## src/rtl/riscv_pkg.sv

```systemverilog
// Shared RV32I definitions: NOP encoding, major opcodes, instruction field slices
// and the IF/ID payload layout used by fetch and decode.
package riscv_pkg;

  localparam logic [31:0] NOP_INSTR_C = 32'h0000_0013;

  localparam logic [6:0] OP_IMM = 7'b0010011;
  localparam logic [6:0] BRANCH = 7'b1100011;
  localparam logic [6:0] JAL    = 7'b1101111;
  localparam logic [6:0] JALR   = 7'b1100111;
  localparam logic [6:0] LOAD   = 7'b0000011;
  localparam logic [6:0] STORE  = 7'b0100011;

  // Field LSB positions; widths are fixed by the ISA.
  localparam int OPC_LSB = 0;
  localparam int RD_LSB  = 7;
  localparam int F3_LSB  = 12;
  localparam int RS1_LSB = 15;
  localparam int RS2_LSB = 20;

  typedef struct packed {
    logic        valid;
    logic [31:0] instr;
    logic [31:0] pc;
    logic [31:0] pc_plus4;
  } if_id_t;

  function automatic logic [6:0] opc_of(input logic [31:0] i);
    return i[OPC_LSB +: 7];
  endfunction

  function automatic logic [4:0] rd_of(input logic [31:0] i);
    return i[RD_LSB +: 5];
  endfunction

  function automatic logic [2:0] f3_of(input logic [31:0] i);
    return i[F3_LSB +: 3];
  endfunction

  function automatic logic [4:0] rs1_of(input logic [31:0] i);
    return i[RS1_LSB +: 5];
  endfunction

  function automatic logic [4:0] rs2_of(input logic [31:0] i);
    return i[RS2_LSB +: 5];
  endfunction

endpackage

```

## src/rtl/if_id_reg.sv

```systemverilog
// IF/ID pipeline register: flush beats hold, hold beats bubble, otherwise load.
// Same control shape as the ID/EX register.
module if_id_reg
  import riscv_pkg::*;
#(
  parameter logic [31:0] NOP_INSTR = NOP_INSTR_C
) (
  input  logic        clk_i,
  input  logic        rst_ni,
  input  logic        flush_i,
  input  logic        hold_i,
  input  logic        bubble_i,
  input  logic [31:0] instr_i,
  input  logic [31:0] pc_i,
  input  logic [31:0] pc_plus4_i,
  output logic        valid_o,
  output logic [31:0] instr_o,
  output logic [31:0] pc_o,
  output logic [31:0] pc_plus4_o
);

  if_id_t q;

  always_ff @(posedge clk_i or negedge rst_ni) begin
    if (!rst_ni) begin
      q.valid    <= 1'b0;
      q.instr    <= NOP_INSTR;
      q.pc       <= '0;
      q.pc_plus4 <= '0;
    end else if (flush_i) begin
      q.valid    <= 1'b0;
      q.instr    <= NOP_INSTR;
      q.pc       <= '0;
      q.pc_plus4 <= '0;
    end else if (hold_i) begin
      q <= q;
    end else if (bubble_i) begin
      // pc fields are left alone; the slot is marked empty.
      q.valid <= 1'b0;
      q.instr <= NOP_INSTR;
    end else begin
      q.valid    <= 1'b1;
      q.instr    <= instr_i;
      q.pc       <= pc_i;
      q.pc_plus4 <= pc_plus4_i;
    end
  end

  assign valid_o    = q.valid;
  assign instr_o    = q.instr;
  assign pc_o       = q.pc;
  assign pc_plus4_o = q.pc_plus4;

endmodule

```

## src/rtl/if_stage.sv

```systemverilog
// RV32I instruction fetch: PC register, next-PC selection against a 1-cycle
// synchronous imem, and the IF/ID register with pre-split fields for decode.
module if_stage
  import riscv_pkg::*;
#(
  parameter logic [31:0] RESET_PC  = 32'h0000_0000,
  parameter logic [31:0] NOP_INSTR = NOP_INSTR_C
) (
  input  logic        clk_i,
  input  logic        rst_ni,
  input  logic        stall_i,
  input  logic        redirect_i,
  input  logic [31:0] redirectPC_i,
  output logic [31:0] imemAddr_o,
  input  logic [31:0] imemRdata_i,
  output logic        valid_o,
  output logic [4:0]  rs1_o,
  output logic [4:0]  rs2_o,
  output logic [4:0]  rd_o,
  output logic [24:0] Instr31_7_o,
  output logic [6:0]  op_o,
  output logic [2:0]  funct3_o,
  output logic [31:0] PC_o,
  output logic [31:0] pcPlus4_o
);

  logic [31:0] pc_q;
  logic [31:0] pc_plus4;
  logic [31:0] pc_next;
  logic        fetch_vld_q;
  logic [31:0] instr;

  assign pc_plus4 = pc_q + 32'd4;

  // Without fetch_vld_q the memory has not yet read pc_q, so pc must not advance.
  always_comb begin
    pc_next = pc_plus4;
    if (redirect_i)                     pc_next = redirectPC_i;
    else if (stall_i || !fetch_vld_q)   pc_next = pc_q;
  end

  assign imemAddr_o = pc_next;

  always_ff @(posedge clk_i or negedge rst_ni) begin
    if (!rst_ni) begin
      pc_q        <= RESET_PC;
      fetch_vld_q <= 1'b0;
    end else begin
      pc_q        <= pc_next;
      fetch_vld_q <= 1'b1;
    end
  end

  if_id_reg #(.NOP_INSTR(NOP_INSTR)) u_if_id (
    .clk_i      (clk_i),
    .rst_ni     (rst_ni),
    .flush_i    (redirect_i),
    .hold_i     (stall_i),
    .bubble_i   (!fetch_vld_q),
    .instr_i    (imemRdata_i),
    .pc_i       (pc_q),
    .pc_plus4_i (pc_plus4),
    .valid_o    (valid_o),
    .instr_o    (instr),
    .pc_o       (PC_o),
    .pc_plus4_o (pcPlus4_o)
  );

  assign op_o        = opc_of(instr);
  assign rd_o        = rd_of(instr);
  assign funct3_o    = f3_of(instr);
  assign rs1_o       = rs1_of(instr);
  assign rs2_o       = rs2_of(instr);
  assign Instr31_7_o = instr[31:7];

endmodule

```

## config.mk

```make
export PLATFORM = sky130hd
export DESIGN_NAME = if_stage
export DESIGN_NICKNAME = d
export VERILOG_FILES = /design/src/rtl/riscv_pkg.sv /design/src/rtl/if_id_reg.sv /design/src/rtl/if_stage.sv
export SDC_FILE = /design/constraint.sdc
export NUM_CORES = 1
export LEC_CHECK = 0
export BUFFER_PORTS_ARGS = -buffer_cell sky130_fd_sc_hd__buf_2
export CAP_MARGIN = 20
export CORE_UTILIZATION = 45
export DETAILED_ROUTE_END_ITERATION = 12
export PLACE_DENSITY = 0.8
export SYNTH_ARGS = -nofsm -noshare
export SYNTH_HDL_FRONTEND = slang
export SYNTH_SLANG_ARGS = --single-unit
```

## constraint.sdc

```tcl
create_clock -name clk_i -period 1.9 [get_ports clk_i]
set_input_delay 0.095 -clock clk_i [delete_from_list [all_inputs] [get_ports clk_i]]
set_output_delay 0.095 -clock clk_i [all_outputs]
set_load 0.02 [all_outputs]
```

# --- After elaboration in Yosys (flattened, before gate mapping) ---
# Cells that the tools add are included.
totals:
  ff_bits: 130
op_classes:
  add_sub_neg: 1
  eq_ne: 1
  mux: 6
  reduce_logical: 4
ops:
  columns: ["operator", "n"]
  rows:
  - ["$mux 97", 2]
  - ["$mux 32", 2]
  - ["$mux 64", 1]
  - ["$mux 33", 1]
  - ["$add 32x3->32 const B", 1]
  - ["$ne 2x1->1 const B", 1]
  - ["$reduce_and 2->1", 1]
  - ["$reduce_bool 2->1", 1]
  - ["$logic_not 1->1", 1]
  - ["$logic_or 1x1->1", 1]

# --- Logic depth before layout (Yosys ltp) ---
depth:
  ltp_word: 4
  depth_mapped: 7
  ltp_nobuf: 5

# --- Modules after synthesis ---
# A second synthesis with hierarchy kept.
unflattened:
  hier_cells: 684
  area_unflattened_um2: 6855.3
modules_own_cells:
  columns: ["mod", "instances", "cells_each", "area_per_inst_um2", "seq_area_each_um2"]
  rows:
  - ["if_id_reg", 1, 374, 4330.4, 2431.1]
  - ["if_stage", 1, 310, 2524.9, 825.8]

# --- Worst setup path before layout ---
# OpenSTA, ideal clock, no wires.
synth_path:
  kind: "reg2reg"
  startpoint: "register pc_q[5]"
  endpoint: "register pc_q[25]"
  setup_ns: 0.175
  arrival_time_ns: 2.172
  setup_slack_ns: -0.447
  path_stages_with_launch: 7
  path_buffers: 2
  period_less_slack_ns: 2.347
  cell_sequence: "dfrtp_1 -> buf_2 -> nand4_2 -> buf_6 -> or4_4 -> or4_1 -> a31oi_1"
synth_between:
  elab_chain_len: 3
synth_lines:
  columns: ["item", "line", "rtl"]
  rows:
  - ["from (decl)", "if_stage.sv:27", "logic [31:0] pc_q;"]
  - ["from (signal assigned)", "if_stage.sv:49", "pc_q <= pc_next;"]
  - ["$add 32x3->32", "if_stage.sv:33", "assign pc_plus4 = pc_q + 32'd4;"]
  - ["$mux 32", "if_stage.sv:39", "else if (stall_i || !fetch_vld_q) pc_next = pc_q;"]
  - ["$mux 32", "if_stage.sv:38", "if (redirect_i) pc_next = redirectPC_i;"]
  - ["net imemAddr_o[25]", "if_stage.sv:14", "output logic [31:0] imemAddr_o,"]
# The timed path passes the listed nets, and every way through them passes these cells.
# A chain may end at the register's enable or synchronous reset.

# --- Worst setup path in the final report ---
layout_path:
  startpoint: "register pc_q[17]"
  endpoint: "output port imemAddr_o[28]"
layout_between:
  elab_chain_len: 3
layout_lines:
  columns: ["item", "line"]
  rows:
  - ["$add 32x3->32", "if_stage.sv:33"]
  - ["$mux 32", "if_stage.sv:39"]
  - ["$mux 32", "if_stage.sv:38"]
  - ["to (decl)", "if_stage.sv:14"]
# Every way passes these cells.

==> results_dict.tcl <==
set metrics [dict create \
    maxCapViolCount 0 \
    setup_tns_ns -18.50 \
    min_path_cells 4 \
    violations "setup timing" \
    hp-class "in2reg" \
    hold_path_startpoint "redirectPC_i[6]" \
    fp.coreArea_um2 13200 \
    layout.nets 1059 \
    clock_skew_ns 0.0177 \
    dr_wl_met2_um 13500 \
    multi_input_area_um2 3330 \
    synth_commonest_cells "dfrtp_1, nand2_1, a21oi_1, o21ai_0, clkbuf_1" \
    drc 0 \
    cts_made_buffers 17 \
    grt_max_degree 55 \
    grt_pass1_wl_um 36300 \
    routed_wl_um 28700 \
    synthesis.area_um2 6110 \
    ys_ff_latch 128 \
    synth_cell_type_count 44 \
    clock_sinks 128 \
    top_layer "met4" \
    power_leakage_nw 5.01 \
    avgViaCountPerCell 6.28 \
    grt_pass1_vias 6646 \
    synth_fp_nets 701 \
    area_growth_pct 74.5 \
    routedWlPerCell_um 24.4 \
    finalMaxSlewViolations 0 \
    cts_tree "yes" \
    hold_end "pc_q[6]$_DFF_PN0_" \
    vias 7407 \
    dpl.cell_count 1039 \
    fin_crit_sh_pct 144 \
    die_x_um 119 \
    async_reset_ff_share_pct 100 \
    dieArea_um2 14000 \
    dp_hpwl_um 13700 \
    synth.area.top_cells "dfrtp_1, nand2_1, a22o_1" \
    syn_avg_cell_area_um2 9.67 \
    regArea_um2 3220 \
    worst_slew_pin_slew_ns 0.764 \
    fmax_mhz 366 \
    layout.cells.non_filler 1179 \
    ios 215 \
    insertion_delay_ns 0.43 \
    required_ns 1.80 \
    synth_top_area_share_pct 51.2 \
    synth_edf_count 0 \
    antenna_found_initial 1 \
    outcome "complete, but fails checks" \
    hold_viol 0 \
    worst_slack_ns -0.834 \
    grt_usage_pct 33.7 \
    power_density_nw_per_um2 855 \
    rows 42 \
    reg2reg_slack_ns -0.41 \
    r2r_cells 6 \
    wl_met1_um 10300 \
    gp_congestion 0.875 \
    cts_buffer_depth 2 \
    grt_remaining_overflow 0 \
    vdd_drop_max_mv 0.744 \
    start_util_pct 46.1 \
    n_fill_cell 678 \
    cp_max_fo 4 \
    crit-reg2reg-launch "pc_q[17]$_DFF_PN0_" \
    synthFlopType "dfrtp_1" \
    slew_headroom_pct 48.9 \
    cts-root-buf "clkbuf_16" \
    netlist_instances 632 \
    path_class "reg2out" \
    timing.final.crit_period_ns 2.73 \
    seq_area_frac_synth_pct 52.5 \
    dr.first_iter.drc_count 992 \
    setup_violations 61 \
    drive_gt1_share_pct 51.3 \
    yosysWarningCount 0 \
    r2r-end "u_if_id.pc_plus4_o[28]$_DFFE_PN0P_" \
    cp-end-kind "primary output" \
    wl_met3_um 2800 \
    ant_nets 0 \
    arrival_ns 2.64 \
    cp-start-kind "register" \
    synth_most_common_cell "dfrtp_1" \
    die_h_um 119 \
    io_buffers 214 \
    rsz0062_at_grt "true" \
    antenna_cells 0 \
    clk_pin_slew_ns 0.06 \
    htree_levels 4 \
    synth_top_cell_by_area "dfrtp_1" \
    dr.pass1.iters 6 \
]
## sequential cells by signal (all words and copies together) (netlist names)
register            flops
fetch_vld_q             1
u_if_id.instr_o        32
u_if_id.pc_o           30
u_if_id.valid_o         1
u_if_id.pc_plus4_o     32
pc_q                   32
## cell usage in the layout, fill, tap and decap left out, types with 5 or more instances in the layout
master         Yosys  routed
nor4_4             0       6
xor2_1             6       6
dfrtp_2            0      10
or4_1             23       7
nand3_2            0       5
or3_1             14       6
o31ai_4            0       8
o21ai_2            0       5
clkbuf_16          0      17
or3_4              0       8
nor2_1            26      23
o21ai_0           43      28
buf_12             0       8
dfrtp_1          125     115
nand4_1            9       9
dlygate4sd3_1      0      52
buf_2             10     183
or4_4              3      19
xnor2_1           18      13
buf_6              2      47
buf_4             20     125
o21ai_1            0      10
nand3_1           11       5
bufinv_16          0       8
a31oi_4            0      15
a31oi_1           26      10
a22o_1            29      29
nand2_1           96      92
nor3_1             9       5
a21oi_1           43      43
o31ai_1           18       9
## repair_timing
item | CTS | global route
pin swaps | 24 | 40
hold buffers | 52 | 0
gates resized for setup | 103 | 79
endpoints found under the setup margin | 73 | 61
hold endpoints to repair | 101 | 0
setup buffers | 21 | 39
gates cloned | 2 | 0
## how the worst max path moves through the flow
stage	slack, ns	end	from	cells after the start
4_1_cts	-0.66	imemAddr_o[25]	pc_q[9]$_DFF_PN0_	6
6_report	-0.83	imemAddr_o[28]	pc_q[17]$_DFF_PN0_	7
3_3_place_gp	-0.19	imemAddr_o[25]	pc_q[9]$_DFF_PN0_	6
2_1_floorplan	-0.18	pc_q[19]$_DFF_PN0_	pc_q[5]$_DFF_PN0_	7
5_1_grt	-0.83	imemAddr_o[28]	pc_q[20]$_DFF_PN0_	7
3_5_place_dp	-0.25	imemAddr_o[29]	pc_q[9]$_DFF_PN0_	5
## per-layer routing
layer,vias up,global-route usage [%]
li1,3006,-
met1,3526,42.7
met2,677,53.9
met3,198,7.63
met4,0,18.0
met5,-,0
## critical path, stage by stage (launching register included)
cell	delay, ns
dfrtp_1	0.45
nand4_1	0.23
buf_6	0.19
nor4_1	0.55
buf_4	0.26
a21oi_1	0.07
a211o_1	0.30
buf_6	0.15
## cells by family (layout without fill, tap and decap cells)
kind of cell | after synthesis | in the layout | synth area share [%]
AOI/OAI and AO/OA | 176 | 176 | 18.4
xor gates and xnor gates | 24 | 24 | 3.44
adders and majority gates | 1 | 1 | 0.205
buffers and inverters | 82 | 453 | 6.74
DFF | 128 | 128 | 52.5
muxes | 2 | 2 | 0.369
other | 1 | 1 | 0.0614
and+or+nand+nor | 218 | 218 | 18.3
## cell type report
type | count | share of cell area (%)
clock buffer | 18 | 4.12
clock inverter | 14 | 2.68
inverter | 1 | 0.0352
multi-input combinational | 422 | 31.2
sequential | 128 | 30.2
tap | 176 | 2.07
timing repair buffer | 420 | 29.7
## stage by stage
stage	instance area, µm²	power [mW]	hold WS [ns]	worst slack, ns	utilization, %
after floorplan	6530	3.87	-0.201	-0.179	-
after global placement	8160	4.45	0.0324	-0.190	61.6
after detailed placement	8160	4.48	0.0430	-0.254	61.6
after CTS	10000	8.74	0.00201	-0.665	75.5
after global routing	10700	9.35	0.0148	-0.826	80.5
final	10700	9.11	0.00738	-0.834	80.5
## report_power, final
part	total [mW]	switching, mW	internal, mW
Combinational	1.99	1.13	0.860
Clock	4.05	1.29	2.76
Sequential	3.07	0.168	2.90
Total	9.11	2.59	6.52
No activity file was read; power rests on OpenSTA's default activity.
